===== src/rtl/bcd_seg_scanner.sv =====
// Time-multiplexed 3-digit common-anode seven-segment scanner fed by a BCD converter.
// Define BCD_LZB_EN to blank leading zeros in the hundreds and tens slots.
//
// state  | meaning
// S_ONES | driving an[0] with display[3:0]
// S_TENS | driving an[1] with display[7:4]
// S_HUND | driving an[2] with display[11:8]; frame commit on its last cycle
module bcd_seg_scanner #(
    parameter int REFRESH_DIV  = 50000,
    parameter int BLANK_CYCLES = 2
) (
    input  logic        clk,
    input  logic        rst,
    input  logic [11:0] bcd_bits,
    input  logic        bcd_valid,
    output logic [2:0]  an,
    output logic [6:0]  seg,
    output logic        frame_done
);

    localparam int CW = (REFRESH_DIV > 1) ? $clog2(REFRESH_DIV) : 1;
    localparam logic [CW-1:0] CNT_LAST = CW'(REFRESH_DIV - 1);
    localparam logic [CW-1:0] CNT_SHOW = CW'(BLANK_CYCLES);

    typedef enum logic [1:0] {
        S_ONES = 2'd0,
        S_TENS = 2'd1,
        S_HUND = 2'd2
    } state_t;

    state_t        state;
    state_t        state_next;
    logic [CW-1:0] cnt;
    logic          tick;
    logic          commit;
    logic [11:0]   pending;
    logic [11:0]   display;
    logic          pending_dirty;
    logic [3:0]    nibble;
    logic [2:0]    an_sel;
    logic          digit_on;
    logic [2:0]    an_next;
    logic [6:0]    seg_next;

    function automatic logic [6:0] seg_decode(input logic [3:0] d);
        case (d)
            4'd0:    seg_decode = 7'b1000000;
            4'd1:    seg_decode = 7'b1111001;
            4'd2:    seg_decode = 7'b0100100;
            4'd3:    seg_decode = 7'b0110000;
            4'd4:    seg_decode = 7'b0011001;
            4'd5:    seg_decode = 7'b0010010;
            4'd6:    seg_decode = 7'b0000010;
            4'd7:    seg_decode = 7'b1111000;
            4'd8:    seg_decode = 7'b0000000;
            4'd9:    seg_decode = 7'b0010000;
            default: seg_decode = 7'b0000110;
        endcase
    endfunction

    assign tick = (cnt == CNT_LAST);

    always_ff @(posedge clk or posedge rst) begin
        if (rst) begin
            cnt <= '0;
        end else if (tick) begin
            cnt <= '0;
        end else begin
            cnt <= cnt + 1'b1;
        end
    end

    always_ff @(posedge clk or posedge rst) begin
        if (rst) begin
            state <= S_ONES;
        end else begin
            state <= state_next;
        end
    end

    always_comb begin
        state_next = state;
        frame_done = 1'b0;
        commit     = 1'b0;
        case (state)
            S_ONES: if (tick) state_next = S_TENS;
            S_TENS: if (tick) state_next = S_HUND;
            S_HUND: begin
                if (tick) begin
                    state_next = S_ONES;
                    frame_done = 1'b1;
                    commit     = pending_dirty;
                end
            end
            default: state_next = S_ONES;
        endcase
    end

    // A strobe on the commit edge lands in pending and stays dirty; display takes the old pending.
    always_ff @(posedge clk or posedge rst) begin
        if (rst) begin
            pending       <= '0;
            pending_dirty <= 1'b0;
            display       <= '0;
        end else begin
            if (bcd_valid) begin
                pending       <= bcd_bits;
                pending_dirty <= 1'b1;
            end else if (commit) begin
                pending_dirty <= 1'b0;
            end
            if (commit) begin
                display <= pending;
            end
        end
    end

    always_comb begin
        nibble = display[3:0];
        an_sel = 3'b110;
        case (state)
            S_TENS: begin
                nibble = display[7:4];
                an_sel = 3'b101;
            end
            S_HUND: begin
                nibble = display[11:8];
                an_sel = 3'b011;
            end
            default: begin
                nibble = display[3:0];
                an_sel = 3'b110;
            end
        endcase

        digit_on = (cnt >= CNT_SHOW);
`ifdef BCD_LZB_EN
        // Only a literal zero nibble blanks; invalid codes still show "E".
        if (state == S_HUND && display[11:8] == 4'd0) begin
            digit_on = 1'b0;
        end
        if (state == S_TENS && display[11:8] == 4'd0 && display[7:4] == 4'd0) begin
            digit_on = 1'b0;
        end
`endif
        an_next  = digit_on ? an_sel : 3'b111;
        seg_next = digit_on ? seg_decode(nibble) : 7'b1111111;
    end

    always_ff @(posedge clk or posedge rst) begin
        if (rst) begin
            an  <= 3'b111;
            seg <= 7'b1111111;
        end else begin
            an  <= an_next;
            seg <= seg_next;
        end
    end

endmodule


===== config.mk =====
export PLATFORM = sky130hd
export DESIGN_NAME = bcd_seg_scanner
export DESIGN_NICKNAME = d
export VERILOG_FILES = /design/src/rtl/bcd_seg_scanner.sv
export SDC_FILE = /design/constraint.sdc
export NUM_CORES = 1
export LEC_CHECK = 0
export ABC_AREA = 0
export BUFFER_PORTS_ARGS = -buffer_cell sky130_fd_sc_hd__buf_2
export CAP_MARGIN = 20
export CORE_UTILIZATION = 41
export CTS_BUF_LIST = sky130_fd_sc_hd__clkbuf_2 sky130_fd_sc_hd__clkbuf_4 sky130_fd_sc_hd__clkbuf_8
export CTS_CLUSTER_DIAMETER = 40
export CTS_CLUSTER_SIZE = 8
export DETAILED_ROUTE_END_ITERATION = 10
export SLEW_MARGIN = 20
export SYNTH_ARGS = -nofsm -noshare
export SYNTH_HDL_FRONTEND = slang
export SYNTH_SLANG_ARGS = --single-unit

===== constraint.sdc =====
create_clock -name clk -period 4.3 [get_ports clk]
set_input_delay 0.645 -clock clk [delete_from_list [all_inputs] [get_ports clk]]
set_output_delay 0.645 -clock clk [all_outputs]
set_load 0.005 [all_outputs]

==> results.sh <==
export IMPL_outcome="finished, final reports clean"
export IMPL_hold_viol=0
export IMPL_start_util_pct=42.88
export IMPL_die_y_microns=81.15
export IMPL_area_growth_pct=9.596
export IMPL_cts_tree="yes"
export IMPL_synthTopCellsByCount="43 x dfrtp_1, 20 x nor2_1, 14 x mux2_2"
export IMPL_crit_end="frame_done"
export IMPL_via_per_inst=5.121
export IMPL_synth_edf_count=0
export IMPL_max_cap_viol_count=0
export IMPL_place_hpwl_microns=3073
export IMPL_nNetsFinal=265
export IMPL_rrSetupSlack_ps=1930
export IMPL_post_cts_buffers=0
export IMPL_route_detailed_drc=0
export IMPL_fill_cells=546
export IMPL_rows=28
export IMPL_cp_end_kind="output port"
export IMPL_grt_pass1_vias=1577
export IMPL_crit_chain="or4_4, nor2_1, and4_1, buf_2"
export IMPL_wire_per_inst_microns=13.74
export IMPL_total_power_mw=0.8391
export IMPL_gp_congestion=0.7776
export IMPL_numPortBuffers=25
export IMPL_cp_start_kind="flop"
export IMPL_async_flop_share_pct=100.0
export IMPL_grt_usage_pct=15.06
export IMPL_cp_data_arrival_time_ps=1880
export IMPL_insertion_delay_ps=310
export IMPL_grt_start_max_net_pins=54
export IMPL_vias=1613
export IMPL_rsz0062_at_grt="no"
export IMPL_clk_pin_slew_ps=100
export IMPL_clock_root_buffer="clkbuf_8"
export IMPL_path_class="flop to output port"
export IMPL_ff2ff_path_depth=4
export IMPL_drv_slew=0
export IMPL_synth_area_top_cells="dfrtp_1 42%, dfstp_2 10%, mux2_2 6.1%"
export IMPL_totalWireLength_microns=4329
export IMPL_grt_pass1_wl_microns=7576
export IMPL_synth_fp_nets=241
export IMPL_clock_fmax_mhz=395.8
export IMPL_tns_ps=0
export IMPL_cts_path_max_buffers=2
export IMPL_r2r_end="display[9]$_DFFE_PP0P_"
export IMPL_cpMaxStageDelayCell="or4_4"
export IMPL_max_stage_delay_ps=570
export IMPL_synth_compound_area_share_pct=6.332
export IMPL_htreeDepth=2
export IMPL_fin_skew_ps=9.788
export IMPL_grt_overflow_total=0
export IMPL_worst_slew_pin_slew_ps=882.1
export IMPL_synth_ff_type="dfrtp_1"
export IMPL_netlist_area_leader_share_pct=41.89
export IMPL_avgSynthCellArea_sq_um=11.95
export IMPL_grt_antenna_before_repair=0
export IMPL_n_antenna_cell=0
export IMPL_critPathLaunch="cnt[13]$_DFF_PP0_"
export IMPL_hold_buffers=0
export IMPL_seq_area_frac_synth_pct=52.12
export IMPL_fp_dieArea_sq_um=6585
export IMPL_synthMuxAreaShare_pct=13.54
export IMPL_synthAdderAreaFrac_pct=5.358
export IMPL_dieWidth_microns=81.15
export IMPL_powerDensity_nw_per_um2=298.1
export IMPL_leakage_nw=1.279
export IMPL_drt_iter0_drc=105
export IMPL_holdCritPathClass="input pin to async pin"
export IMPL_relSlewSlack_pct=41.13
export IMPL_synth_most_common_cell="dfrtp_1"
export IMPL_synth_simple_area_share_pct=14.08
export IMPL_synth_cell_type_count=38
export IMPL_period_share_pct=58.76
export IMPL_clkSinkCount=53
export IMPL_cts_resized=0
export IMPL_critPathMaxFanout=4
export IMPL_crit_required_ps=3650
export IMPL_synth_seq_cells=53
export IMPL_synth_xor_area_share_pct=4.433
export IMPL_synth_area_leader_cell="dfrtp_1"
export IMPL_synth_warnings=0
export IMPL_first_pass_iters=4
export IMPL_synthCells=215
export IMPL_drtAntennaViolNets=0
export IMPL_ir_drop_v=0.0002007
export IMPL_coreArea_sq_um=5991
export IMPL_syn_area_sq_um=2569
export IMPL_ios=26
export IMPL_setup_viol=0
export IMPL_numCtsBuffers=5
export IMPL_timing_rr_start="cnt[13]$_DFF_PP0_"
export IMPL_period_needed_ps=2527
export IMPL_drive_gt1_share_pct=30.42
export IMPL_synth_top_family_by_area="simple AND/OR/NAND/NOR gates"
metrics by stage:
stage          hold slack [ps]  instances  util [%]  setup WS (ps)  cell area, sq um
4_1_cts                  517.5        315     46.97           1732              2814
2_1_floorplan            472.4        215         -           2127              2569
6_report                 489.2        315     46.99           1773              2815
3_5_place_dp             492.1        307     45.38           1921              2719
5_1_grt                  527.3        315     46.99           1639              2815
3_3_place_gp             489.4        307     45.38           1935              2719
critical path, delay by kind of cell (launching register included):
| family | cells | cell delay, ps |
|---|---|---|
| buffers and inverters | 1 | 130 |
| AND/OR/NAND/NOR | 3 | 1020 |
| flip-flops | 1 | 430 |
cells by family (layout without fill, tap and decap cells):
logic type               after synthesis  after routing
multiplexers                          28             28
flip-flops                            53             53
buffers and inverters                 18             43
AO/OA/AOI/OAI                         24             24
XOR/XNOR                              13             13
AND/OR/NAND/NOR                       68             68
adder cells (fa/ha/maj)               11             11
layout by cell type, fill, tap and decap left out, drive strengths merged:
cell	netlist	routed
dfrtp	43	43
buf	6	25
mux2	24	24
nor2	20	20
nand2	12	12
inv	10	12
ha	11	11
dfstp	10	10
xor2	9	9
nand3	8	8
nand4	8	8
nor3	6	6
o21ai	5	5
clkbuf	2	5
a22oi	4	4
a21oi	4	4
o21bai	4	4
mux2i	4	4
xnor2	4	4
and2	3	3
and4	3	3
nor4	3	3
o2111ai	2	2
and3	2	2
or4	1	1
or3	1	1
o22a	1	1
a21o	1	1
o211ai	1	1
o311ai	1	1
or2	1	1
clkinv	0	1
o31ai	1	1
routing by layer:
metal	GRT usage, %	vias to the layer above	share of wire [%]
li1	-	803	-
met1	21.13	771	52
met2	22.44	29	43
met3	2.921	10	3.0
met4	6.786	0	2.1
met5	0	-	0
where the power goes:
part / total [mW] / switching [mW] / internal [mW]
Clock: 0.294 / 0.172 / 0.121
Combinational: 0.0299 / 0.0150 / 0.0149
Sequential: 0.516 / 0.00568 / 0.510
Total: 0.839 / 0.193 / 0.646
registers in the layout (all words and copies together) (netlist names):
| register | flops |
|---|---|
| cnt | 16 |
| pending | 12 |
| an | 3 |
| pending_dirty | 1 |
| display | 12 |
| seg | 7 |
| state | 2 |
how the worst min path moves through the flow:
stage	slack [ps]	cells after the start	endpoint
final	490	2	cnt[4]$_DFF_PP0_
after global routing	530	1	display[5]$_DFFE_PP0P_
after CTS	520	1	display[7]$_DFFE_PP0P_
after detailed placement	490	1	display[7]$_DFFE_PP0P_
after global placement	490	1	display[1]$_DFFE_PP0P_
after floorplan	470	1	cnt[5]$_DFF_PP0_
area by class of cell:
type	instances	area (sq um)	area share (%)
Inverter	10	38.79	1.378
Tap cell	75	93.84	3.333
Sequential cell	53	1339	47.56
Clock buffer	5	68.82	2.444
Timing Repair Buffer	25	125.1	4.444
Multi-Input combinational cell	144	1124	39.91
Clock inverter	3	26.28	0.9333
No activity file was read; power rests on OpenSTA's default activity.
